## config.mk

```make
export PLATFORM = sky130hd
export DESIGN_NAME = key_debouncer_n
export DESIGN_NICKNAME = d
export VERILOG_FILES = /design/src/rtl/key_debouncer_n.sv
export SDC_FILE = /design/constraint.sdc
export NUM_CORES = 1
export LEC_CHECK = 0
export CORE_UTILIZATION = 50
export DETAILED_ROUTE_END_ITERATION = 6
export PLACE_DENSITY = 0.66
export REMOVE_ABC_BUFFERS = 1
export SKIP_CTS_REPAIR_TIMING = 1
export SLEW_MARGIN = 20
export SYNTH_ARGS = -nofsm -noshare
export SYNTH_HDL_FRONTEND = slang
export SYNTH_SLANG_ARGS = --single-unit
```

## constraint.sdc

```tcl
create_clock -name clk -period 9.2 [get_ports clk]
set_input_delay 2.3 -clock clk [delete_from_list [all_inputs] [get_ports clk]]
set_output_delay 2.3 -clock clk [all_outputs]
set_load 0.05 [all_outputs]
```

## src/rtl/key_debouncer_n.sv

```systemverilog
// rtl/key_debouncer_n.sv - multi-channel key synchroniser, stable-count debouncer and auto-repeat generator
module key_debouncer_n #(
    parameter int N_KEYS        = 4,
    parameter int ACTIVE_LOW    = 1,
    parameter int STABLE_CYCLES = 50000,
    parameter int REPEAT_EN     = 1,
    parameter int REPEAT_DELAY  = 500000,
    parameter int REPEAT_PERIOD = 100000
) (
    input  logic              clk,
    input  logic              rst,
    input  logic [N_KEYS-1:0] key_in,
    output logic [N_KEYS-1:0] key_level,
    output logic [N_KEYS-1:0] key_press,
    output logic [N_KEYS-1:0] key_release,
    output logic [N_KEYS-1:0] key_repeat
);

    localparam int CNT_W = $clog2(STABLE_CYCLES);
    localparam int T_MAX = (REPEAT_DELAY > REPEAT_PERIOD) ? REPEAT_DELAY : REPEAT_PERIOD;
    localparam int TMR_W = (T_MAX > 1) ? $clog2(T_MAX) : 1;
    localparam logic [N_KEYS-1:0] NORM = (ACTIVE_LOW != 0) ? '1 : '0;

    typedef enum logic [1:0] {
        IDLE  = 2'd0,
        DELAY = 2'd1,
        RPT   = 2'd2
    } rpt_state_t;

    logic [N_KEYS-1:0] sync1;
    logic [N_KEYS-1:0] sync2;
    logic [N_KEYS-1:0] rise_now;
    logic [N_KEYS-1:0] fall_now;

    // Synchronisers hold the normalised value, so reset to 0 means "not pressed".
    always_ff @(posedge clk or posedge rst) begin
        if (rst) begin
            sync1 <= '0;
            sync2 <= '0;
        end else begin
            sync1 <= key_in ^ NORM;
            sync2 <= sync1;
        end
    end

    for (genvar k = 0; k < N_KEYS; k++) begin : g_filt
        logic [CNT_W-1:0] cnt;
        logic             lvl_q;
        logic             prs_q;
        logic             rel_q;
        logic             done;

        assign done        = (cnt == CNT_W'(STABLE_CYCLES - 1));
        assign rise_now[k] = (sync2[k] != lvl_q) && done && sync2[k];
        assign fall_now[k] = (sync2[k] != lvl_q) && done && !sync2[k];

        always_ff @(posedge clk or posedge rst) begin
            if (rst) begin
                cnt   <= '0;
                lvl_q <= 1'b0;
                prs_q <= 1'b0;
                rel_q <= 1'b0;
            end else begin
                prs_q <= rise_now[k];
                rel_q <= fall_now[k];
                if (sync2[k] == lvl_q) begin
                    cnt <= '0;
                end else if (done) begin
                    lvl_q <= sync2[k];
                    cnt   <= '0;
                end else begin
                    cnt <= cnt + CNT_W'(1);
                end
            end
        end

        assign key_level[k]   = lvl_q;
        assign key_press[k]   = prs_q;
        assign key_release[k] = rel_q;
    end

    if (REPEAT_EN != 0) begin : g_rpt
        for (genvar k = 0; k < N_KEYS; k++) begin : g_key
            rpt_state_t       state_q;
            rpt_state_t       state_d;
            logic [TMR_W-1:0] timer_q;
            logic [TMR_W-1:0] timer_d;
            logic             rep_q;
            logic             rep_d;

            always_ff @(posedge clk or posedge rst) begin
                if (rst) begin
                    state_q <= IDLE;
                    timer_q <= '0;
                    rep_q   <= 1'b0;
                end else begin
                    state_q <= state_d;
                    timer_q <= timer_d;
                    rep_q   <= rep_d;
                end
            end

            // Timer counts down to 0; the edge that sees 0 issues the pulse.
            always_comb begin
                state_d = state_q;
                timer_d = timer_q;
                rep_d   = 1'b0;
                case (state_q)
                    IDLE: begin
                        if (rise_now[k]) begin
                            state_d = DELAY;
                            timer_d = TMR_W'(REPEAT_DELAY - 1);
                        end
                    end
                    DELAY, RPT: begin
                        if (fall_now[k]) begin
                            state_d = IDLE;
                            timer_d = '0;
                        end else if (timer_q == '0) begin
                            rep_d   = 1'b1;
                            state_d = RPT;
                            timer_d = TMR_W'(REPEAT_PERIOD - 1);
                        end else begin
                            timer_d = timer_q - TMR_W'(1);
                        end
                    end
                    default: begin
                        state_d = IDLE;
                        timer_d = '0;
                    end
                endcase
            end

            assign key_repeat[k] = rep_q;
        end
    end else begin : g_no_rpt
        assign key_repeat = '0;
    end

endmodule
```

# Yosys cells after proc, flatten, opt, wreduce, memory -nomap -nowiden
# Index checks and enable logic that the tools add are counted.
# W data, S select, Z words.
# totals
reg_bits,172
output_inout_bits,16
input_bits,6
# classes
eq_ne,28
bitwise,5
addsub,8
n_mux,52
reduce_logical,36
# op_table
op,n
$mux W19,12
$pmux W19 S2,4
$mux W16,8
$logic_not A19 Y1,4
$sub A19 B1 Y19 const B,4
$add A16 B1 Y16 const B,4
$eq A16 B16 Y1 const B,4
$mux W2,12
$pmux W2 S2,4
$reduce_and A2 Y1,8
$logic_and A1 B1 Y1,12
$mux W1,12
$ne A3 B3 Y1 const B,4
$eq A2 B1 Y1 const B,4
$eq A2 B2 Y1 const B,4
$logic_not A2 Y1,4
$ne A2 B2 Y1 const B,4
$reduce_or A2 Y1,4
$eq A1 B1 Y1,4
$logic_not A1 Y1,4
$ne A1 B1 Y1,4
$not A1 Y1,4
$not A4 Y4,1

# Logic depth before layout (Yosys ltp)
# Gate-level depths: netlist of the first run.
# depth
depth_word,5
depth_mapped,9
mapped_depth_nobuf,8

# Least setup slack after synthesis of the first run
# No wires, ideal clock.
# synth_path
kind,register to output
from,register g_filt[1].lvl_q
to,output port key_level[1]
path_buffers,1
arrival_ps,576
slack_ps,6324
path_stages_with_launch,2
required_ps,6900
path_cell_list,dfrtp_1 -> buf_4
# synth_lines
item,line_no,source
"start, declared",48,logic lvl_q;
"start signal, assigned",69,lvl_q <= sync2[k];
"end, declared",13,"output logic [N_KEYS-1:0] key_level,"
# No word-level cell between the ends.

# Worst setup path after layout of the first run
# layout_path
from,register g_filt[1].lvl_q
to,output port key_level[1]
# No word-level cell between the ends.

==> results of run 1 <==
registers in the layout, indices dropped and copies added (netlist names):
| register | flops |
|---|---|
| g_filt.cnt | 64 |
| g_rpt.g_key.timer_q | 76 |
| sync1 | 4 |
| sync2 | 4 |
| g_filt.prs_q | 4 |
| g_rpt.g_key.rep_q | 4 |
| g_filt.lvl_q | 4 |
| g_rpt.g_key.state_q | 8 |
| g_filt.rel_q | 4 |
cell usage after synthesis (18+ instances only):
| master | count |
|---|---|
| nand4_1 | 27 |
| ha_1 | 20 |
| clkbuf_1 | 18 |
| nor4_1 | 22 |
| xor2_1 | 31 |
| nand2_1 | 110 |
| a21oi_1 | 53 |
| dfrtp_1 | 172 |
| nor3_1 | 44 |
| o21ai_0 | 58 |
| xnor2_1 | 25 |
| inv_1 | 39 |
| nor2_1 | 152 |
| nand3_1 | 59 |
stage by stage:
stage | instance area, um^2 | util (%) | worst slack [ps] | power [mW] | hold slack, ps
final | 10200 | 56.7 | 5260 | 1.60 | 346
after global routing | 10200 | 56.7 | 4990 | 1.66 | 350
after CTS | 10200 | 56.7 | 5220 | 1.62 | 344
after detailed placement | 9520 | 53.0 | 4750 | 0.814 | 335
after global placement | 9520 | 53.0 | 4760 | 0.813 | 333
after floorplan | 8940 | - | 2240 | 0.802 | 331
routing by layer:
layer	global-route usage [%]	vias up	wire length (um)
li1	-	3669	-
met1	29.5	3504	9340
met2	34.7	89	8930
met3	4.34	15	454
met4	5.62	0	189
met5	0	-	0
path summary, 6_finish.rpt:
check                                   from                        end  slack (ps)  depth (start not counted)
max                          g_filt[1].lvl_q               key_level[1]        5260                          1
min                                 sync1[1]                   sync2[1]         350                          0
max reg2reg                g_filt[2].cnt[12]  g_rpt.g_key[2].timer_q[2]        6330                          6
min reg2reg                         sync1[1]                   sync2[1]         350                          0
max in group asynchronous                rst            g_filt[2].lvl_q        5380                          3
min in group asynchronous                rst  g_rpt.g_key[3].timer_q[1]        2440                          2
layout make-up:
class / instances / area [um^2] / area share, %
timing repair buffer: 31 / 285 / 2.80
clock buffer: 20 / 467 / 4.58
sequential: 172 / 4300 / 42.3
multi-input combinational: 778 / 4490 / 44.1
tap: 229 / 287 / 2.81
inverter: 39 / 151 / 1.49
clock inverter: 12 / 191 / 1.88
report_power, final:
part | leakage [nW] | internal (mW) | switching (mW)
registers | 2.38 | 0.762 | 0.00508
clock network | 0.326 | 0.502 | 0.299
logic | 2.14 | 0.00723 | 0.0229
total | 4.84 | 1.27 | 0.327
kinds of logic (layout without fill, tap and decap cells):
kind of cell	count (synthesis)	after routing	synth area share [%]
buffers and inverters	80	102	4.08
muxes	7	7	0.818
and+or+nand+nor	505	505	27.0
xor gates and xnor gates	56	56	5.35
adders and majority gates	20	20	2.73
AOI/OAI and AO/OA	190	190	13.1
DFF	172	172	46.9
==> results.py, run 1 <==
metrics = {
    "global_routing": {
        "gr-total-overflow": 0,
        "first_global_vias": 6804,
        "antenna_found_initial": 0,
        "grtUsageTotal_pct": 21.5,
        "grt_pass1_wl_mm": 32.5,
        "grt_start_max_net_pins": 107,
    },
    "finish": {
        "instances_no_fill": 1281,
        "fin_nets": 1065,
        "layout_commonest_cell": "dfrtp_1",
        "final_layout_size_suffix_gt1_share_pct": 5.80,
        "layout_common_cells": "dfrtp_1, nor2_1, nand2_1",
        "syn2layout_area_growth_pct": 11.0,
        "n_fill_cell": 1639,
        "diodes": 0,
    },
    "critical_path": {
        "critPathLaunchType": "flop",
        "cp.arrival_ps": 1640,
        "cp-end-kind": "output port",
        "cp_slowest_cell": "clkdlybuf4s50_1",
        "crit_type": "flop to output port",
        "critPathRequiredTime_ps": 6900,
        "critPathBufInv": 1,
        "critPathMaxStageDelay_ps": 830,
        "path_delay_family": "buffers and inverters",
        "cp_cell_sequence": "clkdlybuf4s50_1",
        "cp_max_fo": 5,
    },
    "floorplan": {
        "coreArea_um2": 18000,
        "rows": 49,
        "io_pins": 22,
        "die_y_um": 137,
        "dieArea_um2": 18900,
        "die_w_um": 137,
        "start_util_pct": 51.1,
    },
    "routing": {
        "ant_nets": 0,
        "routed_via_density": 5.68,
        "wl_mm": 18.9,
        "vias": 7277,
        "first_iter_violations": 419,
        "drc": 0,
        "wire_per_inst_um": 14.8,
        "firstDrtPassIters": 4,
    },
    "place": {
        "place_congestion": 0.835,
        "dp.cells": 1249,
        "place_hpwl_mm": 12.5,
        "io_buffers": 21,
    },
    "yosys": {
        "netlist.top_cell.by_area": "dfrtp_1",
        "synth_edf_count": 0,
        "async_flop_share_pct": 100,
        "synth.distinct_cells": 63,
        "ys_ff_latch": 172,
        "synthFlopType": "dfrtp_1",
        "yosysWarnings": 0,
        "syn_area_um2": 9170,
        "netlist_instances": 1030,
        "yosysSeqAreaShare_pct": 46.9,
        "postSynthAreaPerCell_um2": 8.91,
        "synth.area.top_cells": "dfrtp_1, nor2_1, nand2_1, nand3_1, o21ai_0",
        "synth_top_area_share_pct": 46.9,
    },
    "timing": {
        "fin_skew_ps": 7.51,
        "period_share_pct": 42.9,
        "clock.fmax_mhz": 254,
        "fin_setup_tns_ps": 0,
        "setup_violations": 0,
        "finalHoldViolCount": 0,
        "slew_viol_final": 0,
        "rsz0062_at_grt": "false",
        "worstMarginPinSlew_ps": 977,
        "maxSlewHeadroom_pct": 34.3,
        "period_minus_slack_ps": 3940,
    },
    "hold_path": {
        "min_path_type": "flop to flop",
    },
    "cts": {
        "clk_pin_slew_ps": 60,
        "cts_tree": "built",
        "htree_num_levels": 4,
        "cts-root-buf": "clkbuf_16",
        "cts_buffer_depth": 2,
        "clk_latency_ps": 420,
        "cts_buffers": 17,
        "cts_sinks": 172,
    },
    "power": {
        "ir_worst_vdd_mv": 0.156,
        "leakage_nw": 4.84,
        "powerDensity_nw_per_um2": 157,
    },
    "run": {
        "cap_viol_max_count": 0,
    },
    "run_status": {
        "status": "completed",
    },
}
(Power assumes the default switching activity.)
==> run 2: changes to the inputs <==
--- a/config.mk
+++ b/config.mk
@@ -7,7 +7,7 @@
 export LEC_CHECK = 0
 export CORE_UTILIZATION = 50
 export DETAILED_ROUTE_END_ITERATION = 6
-export PLACE_DENSITY = 0.66
+export PLACE_DENSITY = 0.68
 export REMOVE_ABC_BUFFERS = 1
 export SKIP_CTS_REPAIR_TIMING = 1
 export SLEW_MARGIN = 20
==> constraint.sdc (replaced) <==
create_clock -name clk -period 3.5 [get_ports clk]
set_input_delay 0.875 -clock clk [delete_from_list [all_inputs] [get_ports clk]]
set_output_delay 0.875 -clock clk [all_outputs]
set_load 0.05 [all_outputs]
==> run 2 against run 1 <==
Effect of this change:
- wire length fell by 1.8%
- non-clock buffer count rose by 8
- utilization rose by 0.11 points
- die area did not move
- count of clock-buffer cells in the layout rose by 1
- flip-flop and latch count did not move
- largest power group is now registers
- sequential power rose to 2.6 times the previous value
- register-to-register slack got worse by 5700 ps
- critical path depth rose by 5
- sequential share of layout area fell by 0.083 points
- global-route usage fell by 0.52 points
- power rose to 2.5 times the previous value
==> results.py, run 2 (synthesis results as in run 1) <==
metrics = {
    "run_status": {
        "status": "completed",
    },
    "floorplan": {
        "start_util_pct": 51.1,
        "dieArea_um2": 18900,
        "die_y_um": 137,
        "rows": 49,
        "io_pins": 22,
        "coreArea_um2": 18000,
        "die_w_um": 137,
    },
    "critical_path": {
        "cp.arrival_ps": 3120,
        "path_delay_family": "compound AO/OA/AOI/OAI gates",
        "critPathRequiredTime_ps": 3780,
        "cp_slowest_cell": "o21ai_0",
        "cp-startpoint": "g_filt[2].cnt[7]",
        "cp_cell_sequence": "nor4b_1 -> nand4_1 -> o21ai_0 -> nor2_1 -> a21oi_1 -> o21ai_0",
        "critPathLaunchType": "flop",
        "critPathMaxStageDelay_ps": 560,
        "cp_max_fo": 7,
        "critPathBufInv": 0,
        "path_common_cell": "o21ai_0",
        "crit_type": "flop to flop",
        "r2r-start": "g_filt[2].cnt[7]",
        "cp-end-kind": "flop",
    },
    "routing": {
        "first_iter_violations": 420,
        "wire_per_inst_um": 14.4,
        "vias": 7341,
        "wl_mm": 18.6,
        "ant_nets": 0,
        "firstDrtPassIters": 6,
        "drc": 0,
        "routed_via_density": 5.70,
    },
    "global_routing": {
        "first_global_vias": 6718,
        "grtUsageTotal_pct": 21.0,
        "antenna_found_initial": 0,
        "grt_pass1_wl_mm": 31.7,
        "gr-total-overflow": 0,
        "grt_start_max_net_pins": 72,
    },
    "finish": {
        "utilization_pct": 56.8,
        "largest_reg_flops": 76,
        "layout_common_cells": "dfrtp_1, nor2_1, nand2_1",
        "syn2layout_area_growth_pct": 11.2,
        "top_register": "g_rpt.g_key.timer_q",
        "fin_nets": 1073,
        "layout_commonest_cell": "dfrtp_1",
        "reg.largest.list": "g_rpt.g_key.timer_q x76, g_filt.cnt x64, g_rpt.g_key.state_q x8",
        "final_layout_size_suffix_gt1_share_pct": 6.14,
        "diodes": 0,
    },
    "power": {
        "powerDensity_nw_per_um2": 394,
        "ir_worst_vdd_mv": 0.330,
        "leakage_nw": 4.83,
        "power_mw": 4.02,
    },
    "timing": {
        "fin_skew_ps": 6.51,
        "slew_viol_final": 0,
        "fin_ws_ps": 652,
        "fin_setup_tns_ps": 0,
        "finalHoldViolCount": 0,
        "worstMarginPinSlew_ps": 900,
        "rsz0062_at_grt": "false",
        "clock.fmax_mhz": 351,
        "period_minus_slack_ps": 2850,
        "maxSlewHeadroom_pct": 39.4,
        "period_share_pct": 81.4,
        "setup_violations": 0,
    },
    "place": {
        "place_hpwl_mm": 12.6,
        "place_ws_ps": 666,
        "io_buffers": 21,
        "place_congestion": 0.860,
    },
    "run": {
        "cap_viol_max_count": 0,
    },
    "hold_path": {
        "min_path_type": "flop to flop",
        "hp-start": "sync1[2]",
    },
    "cts": {
        "cts_buffer_depth": 2,
        "clk_pin_slew_ps": 60,
        "cts_sinks": 172,
        "cts_tree": "built",
        "clk_latency_ps": 430,
        "cts_buffers": 17,
        "cts-root-buf": "clkbuf_16",
        "htree_num_levels": 4,
    },
}
==> run 2: power by group <==
part	internal [mW]	switching (mW)
Clock	1.14	0.779
Sequential	2.00	0.0133
Combinational	0.0236	0.0607
==> run 2: area by class of cell <==
cell class	instances	area (um^2)
Sequential cell	172	4300
Clock inverter	10	143
Tap cell	229	287
Inverter	39	151
Timing Repair Buffer	39	370
Multi-Input combinational cell	778	4490
Fill cell	1577	7760
Clock buffer	21	450
==> run 2: worst paths after layout <==
kind / cells after the start / end / slack (ps)
max reg2reg: 6 / g_rpt.g_key[2].timer_q[2] / 650
max in group asynchronous: 3 / g_filt[0].rel_q / 1860
min reg2reg: 0 / sync2[2] / 350
min: 0 / sync2[2] / 350
max: 6 / g_rpt.g_key[2].timer_q[2] / 650
min in group asynchronous: 2 / g_filt[3].prs_q / 930
==> run 2: through the flow <==
stage | std cells | area [um^2] | hold WS [ps]
final | 1288 | 10200 | 348
after detailed placement | 1257 | 9610 | 336
after global routing | 1288 | 10200 | 364
after CTS | 1288 | 10200 | 348
after global placement | 1257 | 9610 | 334
after floorplan | 989 | 8940 | 331
==> run 2: per-layer routing <==
metal	vias to the layer above	wire [um]	global-route usage, %	part of all wire, %
met3	18	684	4.19	3.7
met4	0	252	7.26	1.4
met5	-	0	0	0
li1	3674	-	-	-
met2	143	8540	32.2	46
met1	3506	9100	29.5	49
